--- src/rtl/mag_pkg.sv ---
// Shared types and constants for the magnitude window statistics block.
// Default widths, FSM state encoding and the running-min reset value.
package mag_pkg;

  localparam int DATA_W_DEF   = 8;
  localparam int LOG2_WIN_DEF = 3;

  typedef enum logic {
    ACCUM = 1'b0,
    HOLD  = 1'b1
  } state_t;

  // Wide all-ones; users slice it down to their sample width.
  localparam logic [63:0] MIN_RST = '1;

endpackage

--- src/rtl/mag_minmax_acc.sv ---
// Running sum / max / min over one window of magnitude samples.
// Exposes next values so the top can latch a result on the last accept.
module mag_minmax_acc
  import mag_pkg::*;
#(
  parameter int DATA_W   = DATA_W_DEF,
  parameter int LOG2_WIN = LOG2_WIN_DEF
) (
  input  logic                       clk,
  input  logic                       rst,
  input  logic                       clr,
  input  logic                       acc,
  input  logic [DATA_W-1:0]          smp,
  output logic                       last,
  output logic [DATA_W+LOG2_WIN-1:0] sum_nx,
  output logic [DATA_W-1:0]          max_nx,
  output logic [DATA_W-1:0]          min_nx
);

  localparam int SUM_W = DATA_W + LOG2_WIN;
  localparam logic [DATA_W-1:0] MINR = MIN_RST[DATA_W-1:0];

  logic [LOG2_WIN-1:0] cnt_q, cnt_d;
  logic [SUM_W-1:0]    sum_q, sum_d;
  logic [DATA_W-1:0]   max_q, max_d;
  logic [DATA_W-1:0]   min_q, min_d;

  assign sum_nx = sum_q + SUM_W'(smp);
  assign max_nx = (smp > max_q) ? smp : max_q;
  assign min_nx = (smp < min_q) ? smp : min_q;
  assign last   = acc & (&cnt_q);

  always_comb begin
    cnt_d = cnt_q;
    sum_d = sum_q;
    max_d = max_q;
    min_d = min_q;
    if (clr || last) begin
      cnt_d = '0;
      sum_d = '0;
      max_d = '0;
      min_d = MINR;
    end else if (acc) begin
      cnt_d = cnt_q + 1'b1;
      sum_d = sum_nx;
      max_d = max_nx;
      min_d = min_nx;
    end
  end

  always_ff @(posedge clk) begin
    if (rst) begin
      cnt_q <= '0;
      sum_q <= '0;
      max_q <= '0;
      min_q <= MINR;
    end else begin
      cnt_q <= cnt_d;
      sum_q <= sum_d;
      max_q <= max_d;
      min_q <= min_d;
    end
  end

endmodule

--- src/rtl/mag_window_stats.sv ---
// Window average/max/min of magnitude samples with valid/ready handoff.
// Input is stalled while a finished window result waits downstream.
module mag_window_stats
  import mag_pkg::*;
#(
  parameter int DATA_W   = DATA_W_DEF,
  parameter int LOG2_WIN = LOG2_WIN_DEF
) (
  input  logic              clk,
  input  logic              rst,
  input  logic              ena,
  input  logic              clear,
  input  logic              in_valid,
  input  logic [DATA_W-1:0] in_mag,
  output logic              in_ready,
  output logic              out_valid,
  input  logic              out_ready,
  output logic [DATA_W-1:0] out_avg,
  output logic [DATA_W-1:0] out_max,
  output logic [DATA_W-1:0] out_min,
  output logic [7:0]        win_cnt
);

  localparam int SUM_W = DATA_W + LOG2_WIN;

  state_t state_q, state_d;

  logic              clr, acc, last, take;
  logic [SUM_W-1:0]  sum_nx;
  logic [DATA_W-1:0] max_nx, min_nx;
  logic [DATA_W-1:0] avg_q, max_q, min_q;
  logic [7:0]        win_q;

  // clear beats a same-cycle accept; the offered sample is dropped
  assign clr  = ena & clear & (state_q == ACCUM);
  assign acc  = in_valid & in_ready & ~clr;
  assign take = out_valid & out_ready & ena;

  mag_minmax_acc #(
    .DATA_W   (DATA_W),
    .LOG2_WIN (LOG2_WIN)
  ) u_acc (
    .clk    (clk),
    .rst    (rst),
    .clr    (clr),
    .acc    (acc),
    .smp    (in_mag),
    .last   (last),
    .sum_nx (sum_nx),
    .max_nx (max_nx),
    .min_nx (min_nx)
  );

  always_ff @(posedge clk) begin
    if (rst) state_q <= ACCUM;
    else     state_q <= state_d;
  end

  always_comb begin
    state_d = state_q;
    unique case (state_q)
      ACCUM: if (last) state_d = HOLD;
      HOLD:  if (take) state_d = ACCUM;
      default: state_d = ACCUM;
    endcase
  end

  always_comb begin
    in_ready  = ena & (state_q == ACCUM);
    out_valid = (state_q == HOLD);
  end

  always_ff @(posedge clk) begin
    if (rst) begin
      avg_q <= '0;
      max_q <= '0;
      min_q <= '0;
    end else if (last) begin
      avg_q <= DATA_W'(sum_nx >> LOG2_WIN);
      max_q <= max_nx;
      min_q <= min_nx;
    end
  end

  always_ff @(posedge clk) begin
    if (rst)       win_q <= '0;
    else if (take) win_q <= win_q + 8'd1;
  end

  assign out_avg = avg_q;
  assign out_max = max_q;
  assign out_min = min_q;
  assign win_cnt = win_q;

endmodule
--- config.mk ---
export PLATFORM = sky130hd
export DESIGN_NAME = mag_window_stats
export DESIGN_NICKNAME = d
export VERILOG_FILES = /design/src/rtl/mag_pkg.sv /design/src/rtl/mag_minmax_acc.sv /design/src/rtl/mag_window_stats.sv
export SDC_FILE = /design/constraint.sdc
export NUM_CORES = 1
export LEC_CHECK = 0
export ABC_AREA = 1
export BUFFER_PORTS_ARGS = -buffer_cell sky130_fd_sc_hd__buf_2
export CELL_PAD_IN_SITES_DETAIL_PLACEMENT = 1
export CELL_PAD_IN_SITES_GLOBAL_PLACEMENT = 2
export CORE_ASPECT_RATIO = 1.25
export CORE_MARGIN = 2
export CORE_UTILIZATION = 30
export CTS_BUF_LIST = sky130_fd_sc_hd__clkbuf_4 sky130_fd_sc_hd__clkbuf_8
export DETAILED_ROUTE_END_ITERATION = 6
export GPL_TIMING_DRIVEN = 0
export PLACE_DENSITY_LB_ADDON = 0.15
export SYNTH_ARGS = -nofsm -noshare
export SYNTH_HDL_FRONTEND = slang
export SYNTH_SLANG_ARGS = --single-unit
--- constraint.sdc ---
create_clock -name clk -period 1.63 [get_ports clk]
set_input_delay 0.326 -clock clk [delete_from_list [all_inputs] [get_ports clk]]
set_output_delay 0.326 -clock clk [all_outputs]
set_load 0.01 [all_outputs]
==> results of run 1 <==
## sequential cells by signal, indices dropped and copies added (netlist names), 3 cells and up
name	count
out_avg	8
out_max	8
out_min	8
u_acc.cnt_q	3
u_acc.max_q	8
u_acc.min_q	8
u_acc.sum_q	11
win_cnt	8
## placed cells by master (no fill, tap or decap), drive strengths merged
| master | Yosys | layout |
|---|---|---|
| nand2 | 171 | 172 |
| buf | 10 | 79 |
| inv | 66 | 66 |
| dfxtp | 63 | 63 |
| nand3 | 62 | 62 |
| nor2 | 53 | 53 |
| a21oi | 29 | 29 |
| ha | 26 | 26 |
| clkbuf | 1 | 14 |
| xor2 | 6 | 6 |
| o21ai | 5 | 5 |
| o21a | 4 | 4 |
| nand4 | 3 | 4 |
| nor3 | 4 | 4 |
| clkinv | 0 | 3 |
| o21bai | 2 | 2 |
| a21o | 2 | 2 |
| a31oi | 2 | 2 |
| or2 | 2 | 2 |
| clkinvlp | 0 | 2 |
| nand3b | 1 | 1 |
| and3 | 1 | 1 |
| nor3b | 1 | 1 |
| fa | 1 | 1 |
| bufinv | 0 | 1 |
## cells by family (layout without fill, tap and decap cells)
family          after synthesis  count (layout)
flops                        63              63
fa+ha+maj                    27              27
compound gates               44              44
simple gates                298             300
xor+xnor                      6               6
buf+inv                      77             165
## layout make-up
| class | instances | area, µm² | share of cell area [%] |
|---|---|---|---|
| buffer | 11 | 92.6 | 1.88 |
| clock buffer | 10 | 138 | 2.79 |
| clock inverter | 6 | 60.1 | 1.22 |
| inverter | 66 | 260 | 5.28 |
| multi-input combinational | 377 | 2490 | 50.5 |
| sequential | 63 | 1280 | 26.0 |
| tap | 138 | 173 | 3.50 |
| timing repair buffer | 72 | 438 | 8.88 |
## through the flow
step / instances / setup WS [ns] / hold WS (ns) / power [mW]
after floorplan: 515 / 0.000674 / 0.433 / 1.98
after global placement: 700 / -0.678 / 0.424 / 2.12
after detailed placement: 700 / -0.669 / 0.429 / 2.14
after CTS: 732 / -0.0125 / 0.370 / 3.73
after global routing: 743 / -0.160 / 0.424 / 3.96
final: 743 / -0.0750 / 0.371 / 3.75
## worst max path at each step
| stage | start | slack, ns | to | depth (start not counted) |
|---|---|---|---|---|
| floorplan | in_mag[0] | 0.0007 | u_acc.sum_q[6]$_SDFFE_PP0P_ | 13 |
| global placement | in_mag[5] | -0.68 | out_min[1]$_SDFFE_PP0P_ | 9 |
| detailed placement | in_mag[7] | -0.67 | out_max[7]$_SDFFE_PP0P_ | 11 |
| CTS | u_acc.sum_q[0]$_SDFFE_PP0P_ | -0.01 | u_acc.sum_q[6]$_SDFFE_PP0P_ | 13 |
| global route | u_acc.max_q[3]$_SDFFE_PP0P_ | -0.16 | u_acc.max_q[4]$_SDFFE_PP0P_ | 11 |
| finish | u_acc.max_q[3]$_SDFFE_PP0P_ | -0.07 | u_acc.max_q[4]$_SDFFE_PP0P_ | 11 |
## metal layers
| layer | share of wire, % | up-vias | global-route usage, % | wire [µm] |
|---|---|---|---|---|
| li1 | - | 1805 | - | - |
| met1 | 44 | 1671 | 21.9 | 4940 |
| met2 | 53 | 49 | 32.8 | 5940 |
| met3 | 2.6 | 9 | 3.22 | 291 |
| met4 | 1.0 | 0 | 4.85 | 118 |
| met5 | 0 | - | 0 | 0 |
## critical path: stages, from the launching register on
cell     delay, ns
dfxtp_4       0.37
inv_1         0.08
ha_4          0.28
nand2_1       0.06
inv_2         0.05
buf_4         0.13
nand4_4       0.19
nand2_8       0.23
nand2_2       0.07
nand3_1       0.07
nand2_1       0.05
inv_1         0.05
## report_power, final
group | leakage [nW] | switching [mW] | internal [mW] | total [mW]
clock | 0.0981 | 0.680 | 0.740 | 1.42
combinational | 1.95 | 0.450 | 0.280 | 0.730
sequential | 0.514 | 0.0286 | 1.57 | 1.60
total | 2.56 | 1.16 | 2.59 | 3.75
## repair_timing
item	4_1_cts	5_1_grt
pin swaps	19	19
setup buffers	14	11
setup endpoints to repair	43	54
gates resized for setup	69	63
gates cloned	2	0
==> key figures, run 1 <==
Cells and area
  – Diode count: 0
  – Util after Layout: 42.7%
  – Fin nets: 641
  – Fraction of layout cells with a size suffix above 1: 34.0%
  – P&R area growth vs syn: 38.9%
  – Fin area: 0.00493 mm²
  – Fill cells: 1471

Yosys
  – Post-synth top cells: 169 x nand2_1, 63 x dfxtp_1, 63 x inv_1
  – Synth unique cells: 35
  – Synth Area in Adders: 9.73%
  – Post-synthesis cell count: 515
  – Post-synth EDFFs: 0
  – Yosys reg bits: 63
  – Count leader, synth: nand2_1
  – Simple-gate share of the synthesized area: 36.9%
  – Post-Synth XOR/XNOR Area: 1.48%
  – Largest area contributor in the netlist: dfxtp_1
  – Syn. warnings: 0
  – Sequential cell area fraction in the yosys report: 35.5%
  – Share of the synthesized area in the top cell type: 35.5%
  – Mux share of post-synthesis cell area: 0%
  – Syn Nets: 556
  – Asr flop ratio synth: 0%
  – Dominant synthesized flop cell: dfxtp_1
  – Mapped Area: ~0.0036 mm²
  – Ranking of synthesized cells by area: dfxtp_1 36%, nand2_1 18%, ha_1 9.2%
  – Syn avg cell area: slightly below 7 µm²
  – Post-synthesis compound-gate area fraction: 6.84%
  – Largest family of logic cells by synthesized area: simple AND/OR/NAND/NOR gates

Floorplan
  – FP Rows: 44
  – Boundary Pins: between 40 and 50
  – Die width: just over 100 µm
  – Initial Util: 30.7%
  – Die ar.: around 0.013 mm²
  – Core area: 0.0116 mm²
  – Die Y: between 100 and 150 µm

Timing
  – Fin crit period: 1.70 ns
  – TNS Setup: -0.672 ns
  – Worst Skew: 0.00788 ns
  – Fin. Hold Viols: 0
  – Relative slew slack: 56.2%
  – Fmax: 0.587 GHz
  – Tcrit/Tclk final: 105%
  – Final Setup Violations: 17
  – RSZ-0062 raised after global routing: yes
  – Worst setup margin: -0.0750 ns
  – Worst-Margin Slew: 0.657 ns
  – Final Max Slew Viols: 0

Global route
  – Gr ovfl total: 0
  – GRT Overall Usage: a little under a fifth
  – Vias in the first global route: 3516
  – Largest net degree at the start of global routing: 12
  – Initial antenna violation count: 0
  – Global-route wire length before repair: between 15 and 20 mm

Drt
  – Antenna viol nets, final: 0
  – Drt pass-1 iters: 4
  – Total Wirelength: 11.3 mm
  – Routed length per placed instance: approximately 15 µm
  – Drt drc: 0
  – First-iteration detailed-routing DRC count: 95
  – Via Count: between 3000 and 4000
  – Avg Vias per Cell: between 4 and 5

Pwr
  – Pwr dens: 761 mW/mm²
  – VDD IR max: about 0.38 mV
  – Static Leak: 2.56 nW

Placement
  – Placed Area: 0.00396 mm²
  – DP HPWL: 7.78 mm
  – PortBufs: between 40 and 50
  – Routability Congestion: 0.800

Setup path
  – Required time worst endpoint: 1.92 ns
  – CP Max Fanout: 8
  – Worst Setup Path Type: register to register
  – R2r setup slk: -0.07 ns
  – Worst R2R End: u_acc.max_q[4]$_SDFFE_PP0P_
  – Worst r2r path cells: 11
  – Critical path arrival: 2.00 ns
  – Critical Path End Type: register
  – Crit path launch type: register
  – R2r startpoint: u_acc.max_q[3]$_SDFFE_PP0P_

Min path
  – Min-delay worst type: input port to register
  – Hold Path Sink: out_valid$_SDFF_PP0_
  – Worst hold stages: 4
  – Start point of the worst hold path: out_ready

Clocking
  – Maximum root-to-sink buffer count: 2
  – Cts hold-fix bufs: 0
  – Worst skew pair latency: roughly 0.35 ns
  – CTS sink cnt: 63
  – TritonCTS clock tree: done
  – H-tree depth: 3
  – Root buffer cell: clkbuf_8
  – Clock slew at reported path FFs: 0.08 ns
  – CTS buffer count: 9

Outcome
  – Violated checks: setup timing
  – Status: finished with violations

Run
  – Max Cap Viol: 0
No activity file was read; power rests on OpenSTA's default activity.
==> run 2: changes to the inputs <==
--- a/config.mk
+++ b/config.mk
@@ -7,11 +7,9 @@
 export LEC_CHECK = 0
 export ABC_AREA = 1
 export BUFFER_PORTS_ARGS = -buffer_cell sky130_fd_sc_hd__buf_2
-export CELL_PAD_IN_SITES_DETAIL_PLACEMENT = 1
-export CELL_PAD_IN_SITES_GLOBAL_PLACEMENT = 2
 export CORE_ASPECT_RATIO = 1.25
 export CORE_MARGIN = 2
-export CORE_UTILIZATION = 30
+export CORE_UTILIZATION = 54
 export CTS_BUF_LIST = sky130_fd_sc_hd__clkbuf_4 sky130_fd_sc_hd__clkbuf_8
 export DETAILED_ROUTE_END_ITERATION = 6
 export GPL_TIMING_DRIVEN = 0
==> run 2 against run 1 <==
Against the previous run:
- the flow finishes with violations (DRC, setup timing)
- sequential power hardly changed
- critical path depth is 2 higher
- die area is 43% lower
- sequential share of layout area rose by 0.83 points
- clock power increased by 12%
- total power is 4.6% higher
- hold slack gained 0.013 ns
- maximum frequency decreased by 2.5%
==> key figures, run 2 (synthesized netlist as in run 1, its figures left out) <==
Drt
  – First-iteration detailed-routing DRC count: 278
  – Drt drc: 1
  – Routed length per placed instance: ~15 µm
  – Avg Vias per Cell: roughly 5.5
  – Total Wirelength: between 10 and 15 mm
  – Via Count: 3785
  – Drt pass-1 iters: 7
  – Antenna viol nets, final: 0

Setup path
  – Required time worst endpoint: between 1.5 and 2 ns
  – Worst Setup Path Type: register to register
  – Crit path launch type: register
  – CP max stage cell: dfxtp_2
  – CP max stage delay: about 0.37 ns
  – Critical Path End Type: register
  – Worst r2r path cells: 13
  – Crit path cell chain: inv_2 -> ha_4 -> nand2_2 -> inv_2 -> nand2_2 -> nand2_2 -> nand2_2 -> nand2_4 -> nand2_8 -> nand2_2 -> nand3_1 -> nand2_1 -> inv_1
  – Worst path most repeated cell: nand2_2
  – CP Max Fanout: 8
  – Critical path arrival: 1.99 ns

Timing
  – Final Max Slew Viols: 0
  – Fin crit period: 1.75 ns
  – Worst setup margin: -0.119 ns
  – Worst-Margin Slew: 0.598 ns
  – RSZ-0062 raised after global routing: yes
  – Tcrit/Tclk final: 107%
  – Worst Skew: between 0.009 and 0.01 ns
  – Relative slew slack: approximately 60%
  – Fmax: 0.572 GHz
  – Fin. Hold Viols: 0
  – Final Setup Violations: 25

Run
  – Max Cap Viol: 0

Outcome
  – Status: finished with violations
  – Violated checks: DRC, setup timing

Floorplan
  – Die width: 76.5 µm
  – Die ar.: around 0.0072 mm²
  – Core area: 0.00648 mm²
  – Boundary Pins: between 40 and 50
  – Initial Util: a little over half
  – FP Rows: 33
  – Die Y: around 95 µm

Cells and area
  – Commonest cells after routing, fill and taps aside: 140 x nand2_1, 51 x inv_1, 50 x dfxtp_1
  – P&R area growth vs syn: 34.9%
  – Fill cells: 501
  – Util after Layout: 73.9%
  – Fraction of layout cells with a size suffix above 1: around 33%
  – Largest register FFs: 11
  – Commonest non-fill, non-tap cell in the layout: nand2_1
  – Diode count: 0
  – Biggest register: u_acc.sum_q
  – Fin nets: ~640

Min path
  – Min-delay worst type: input port to register
  – Worst hold stages: 4

Global route
  – Vias in the first global route: 3199
  – Gr ovfl total: 0
  – Largest net degree at the start of global routing: 11
  – GRT Overall Usage: around a quarter
  – Global-route wire length before repair: 14.3 mm
  – Initial antenna violation count: 0

Placement
  – Routability Congestion: around 0.88
  – DP HPWL: 6.07 mm
  – PortBufs: 47
  – Post-place setup slack: -0.542 ns

Clocking
  – Maximum root-to-sink buffer count: 2
  – TritonCTS clock tree: done
  – Worst skew pair latency: 0.35 ns
  – Root buffer cell: clkbuf_8
  – Clock slew at reported path FFs: roughly 0.080 ns
  – CTS buffer count: 9
  – H-tree depth: 3
  – CTS sink cnt: 63
  – Cts hold-fix bufs: 0

Pwr
  – Static Leak: 2.48 nW
  – VDD IR max: a little under 0.6 mV
  – Pwr dens: 819 mW/mm²
-- run 2: final timing paths --
check | start | to | slack [ns]
setup / recovery | u_acc.max_q[3]$_SDFFE_PP0P_ | u_acc.max_q[4]$_SDFFE_PP0P_ | -0.12
hold / removal | out_ready | out_valid$_SDFF_PP0_ | 0.38
setup reg to reg | u_acc.max_q[3]$_SDFFE_PP0P_ | u_acc.max_q[4]$_SDFFE_PP0P_ | -0.12
hold reg to reg | out_max[1]$_SDFFE_PP0P_ | out_max[1]$_SDFFE_PP0P_ | 0.44
-- run 2: what timing repair did --
action / in CTS / in global routing
buffers inserted: 6 / 14
gates cloned: 1 / 2
setup endpoints to repair: 39 / 52
pin swaps: 11 / 36
gates resized for setup: 34 / 87
-- run 2: power breakdown --
| part | switching (mW) | total (mW) | internal [mW] |
|---|---|---|---|
| clock | 0.617 | 1.59 | 0.978 |
| combinational | 0.445 | 0.722 | 0.278 |
| sequential | 0.0322 | 1.61 | 1.58 |
-- run 2: stage by stage --
stage	total power [mW]	instance area, µm²	TNS [ns]	hold WS (ns)	std cells
after floorplan	1.98	3550	0	0.433	515
after global placement	2.09	3890	-17.81	0.425	649
after detailed placement	2.11	3890	-18.15	0.432	649
after CTS	3.73	4310	0	0.392	672
after global routing	4.05	4790	-3.79	0.425	688
final	3.92	4790	-0.864	0.385	688
-- run 2: cell type report --
class                      count  area, µm²  share of cell area, %
buffer                        11       88.8                   1.85
clock buffer                  13        166                   3.47
clock inverter                 3       65.1                   1.36
inverter                      66        258                   5.38
multi-input combinational    378       2420                   50.6
sequential                    63       1280                   26.8
tap                           87        109                   2.27
timing repair buffer          67        397                   8.28
-- run 2: per-layer routing --
metal	up-vias	track usage [%]	routed length (µm)	part of all wire, %
li1	1801	-	-	-
met1	1735	28.2	4040	38
met2	194	45.6	5250	50
met3	55	4.30	646	6.1
met4	0	10.5	598	5.7
met5	-	0	0	0
-- run 2: critical path, delay by kind of cell (launching register included) --
kind          cells  cell delay [ns]
flops             1             0.37
buf+inv           3             0.21
simple gates      9             0.80
fa+ha+maj         1             0.26
==> run 3: changes to the inputs <==
--- a/config.mk
+++ b/config.mk
@@ -9,8 +9,7 @@
 export BUFFER_PORTS_ARGS = -buffer_cell sky130_fd_sc_hd__buf_2
 export CORE_ASPECT_RATIO = 1.25
 export CORE_MARGIN = 2
-export CORE_UTILIZATION = 54
-export CTS_BUF_LIST = sky130_fd_sc_hd__clkbuf_4 sky130_fd_sc_hd__clkbuf_8
+export CORE_UTILIZATION = 52
 export DETAILED_ROUTE_END_ITERATION = 6
 export GPL_TIMING_DRIVEN = 0
 export PLACE_DENSITY_LB_ADDON = 0.15
==> run 3 against run 2 <==
Against the previous run:
- the flow finishes with violations (setup timing)
- highest routed layer unchanged
- combinational power is 5.4% higher
- maximum frequency is 0.87% lower
- sequential share of layout area decreased by 0.29 points
- clock skew increased by 0.0069 ns
- die area rose by 3.7%
- clock power shrank 16%
- sequential power about the same
- via count down 2.4%
==> key figures, run 3 (synthesized netlist as in run 1, its figures left out) <==
Placement
  – Placed Area: 0.00389 mm²
  – Routability Congestion: roughly 0.86
  – Post-place setup slack: -0.514 ns
  – DP HPWL: 6.07 mm
  – PortBufs: 47

Drt
  – First-iteration detailed-routing DRC count: 221
  – Drt drc: 0
  – Via Count: 3696
  – Routed length per placed instance: 15.0 µm
  – Avg Vias per Cell: 5.39
  – Total Wirelength: 10.3 mm
  – Antenna viol nets, final: 0
  – Drt pass-1 iters: 5

Cells and area
  – Commonest cells after routing, fill and taps aside: 142 x nand2_1, 52 x inv_1, 49 x dfxtp_1
  – Fin nets: between 600 and 700
  – Util after Layout: approximately 73%
  – Fin area: 0.00483 mm²
  – Biggest register: u_acc.sum_q
  – Diode count: 0
  – Commonest non-fill, non-tap cell in the layout: nand2_1
  – Largest register FFs: 11
  – P&R area growth vs syn: 36.0%
  – Fraction of layout cells with a size suffix above 1: 34.2%

Clocking
  – Clock slew at reported path FFs: 0.08 ns
  – Cts hold-fix bufs: 0
  – CTS sink cnt: 63
  – CTS buffer count: 9
  – Worst skew pair latency: 0.35 ns
  – H-tree depth: 3
  – TritonCTS clock tree: done
  – Maximum root-to-sink buffer count: 2
  – Root buffer cell: clkbuf_8

Timing
  – Relative slew slack: 60.0%
  – Worst setup margin: -0.134 ns
  – Tcrit/Tclk final: 108%
  – Final Setup Violations: 21
  – Fin. Hold Viols: 0
  – Worst-Margin Slew: 0.601 ns
  – Fin crit period: 1.76 ns
  – TNS Setup: -1.42 ns
  – Worst Skew: 0.0168 ns
  – RSZ-0062 raised after global routing: yes
  – Final Max Slew Viols: 0
  – Fmax: 0.567 GHz

Floorplan
  – Core area: 0.00661 mm²
  – Die ar.: 0.00751 mm²
  – Die Y: 96.4 µm
  – Boundary Pins: 48
  – Initial Util: 53.8%
  – Die width: around 78 µm
  – FP Rows: 33

Pwr
  – VDD IR max: 0.551 mV
  – Sw Ratio: roughly 30%
  – Combinational share of power: 20.5%
  – Tot Pwr: 3.71 mW
  – Sw power: approximately 1.1 mW
  – Pwr dens: 768 mW/mm²
  – Sequential share of power: 43.3%
  – Clock power frac: 36.2%
  – Int Pwr: approximately 2.6 mW
  – Static Leak: roughly 2.5 nW

Global route
  – Largest net degree at the start of global routing: 11
  – Global-route wire length before repair: 14.3 mm
  – Vias in the first global route: roughly 3200
  – Initial antenna violation count: 0
  – Gr ovfl total: 0
  – GRT Overall Usage: 24.4%

Setup path
  – Crit path launch type: register
  – CP max stage cell: dfxtp_2
  – Worst Setup Path Type: register to register
  – CP Max Fanout: 4
  – Critical Path End Type: register
  – Crit path cell chain: inv_2 -> ha_4 -> nand2_2 -> inv_2 -> nand2_1 -> nand2_1 -> nand2_2 -> buf_4 -> nand2_2 -> nand3_1 -> nand3_1 -> nand2_1 -> inv_1
  – Required time worst endpoint: 1.92 ns
  – CP max stage delay: 0.36 ns
  – Critical path arrival: 2.05 ns

Outcome
  – Status: finished with violations
  – Violated checks: setup timing

Run
  – Max Cap Viol: 0

Min path
  – Min-delay worst type: input port to register
[run 3: path summary, 6_finish.rpt]
kind | startpoint | cells past startpoint | slack (ns) | endpoint
hold reg to reg | out_avg[0]$_SDFFE_PP0P_ | 2 | 0.44 | out_avg[0]$_SDFFE_PP0P_
setup / recovery | u_acc.max_q[3]$_SDFFE_PP0P_ | 13 | -0.13 | u_acc.max_q[0]$_SDFFE_PP0P_
setup reg to reg | u_acc.max_q[3]$_SDFFE_PP0P_ | 13 | -0.13 | u_acc.max_q[0]$_SDFFE_PP0P_
hold / removal | out_ready | 4 | 0.40 | out_valid$_SDFF_PP0_
[run 3: through the flow]
| stage | instances | hold slack [ns] |
|---|---|---|
| final | 686 | 0.397 |
| after global routing | 686 | 0.437 |
| after CTS | 669 | 0.391 |
| after detailed placement | 649 | 0.431 |
| after global placement | 649 | 0.426 |
| after floorplan | 515 | 0.433 |
[run 3: power groups by stage]
stage               combinational [mW]  sequential, mW  clock, mW
floorplan                        0.349            1.63          0
finish                           0.761            1.61       1.34
global placement                 0.464            1.63          0
CTS                              0.523            1.60       1.34
detailed placement               0.474            1.63          0
global route                     0.826            1.61       1.40
[run 3: repair_timing]
action	in CTS	in global routing
pin swaps	13	29
resized for setup	30	102
cloned	1	2
buffers inserted	5	15
setup endpoints to repair	38	56
[run 3: worst max-delay path: cells and delay by family (launching register included)]
| kind | cells | cell delay [ns] |
|---|---|---|
| DFF | 1 | 0.36 |
| adders and majority gates | 1 | 0.27 |
| buffers and inverters | 4 | 0.32 |
| and+or+nand+nor | 8 | 0.73 |
[run 3: final cells by class]
type,count,area [µm²]
flip-flops and latches,63,1280
plain buffers,11,92.6
well taps,87,109
clock buffers,10,138
repair buffers,67,402
inverters,66,258
fillers,512,1780
clock inverters,4,47.5
multi-input cells,378,2500
[run 3: routing by layer]
| metal | vias up | GRT usage (%) | part of all wire (%) |
|---|---|---|---|
| met5 | - | 0 | 0 |
| met4 | 0 | 13.5 | 3.4 |
| met3 | 35 | 3.53 | 4.9 |
| met2 | 139 | 44.3 | 50 |
| met1 | 1713 | 27.6 | 41 |
| li1 | 1809 | - | - |
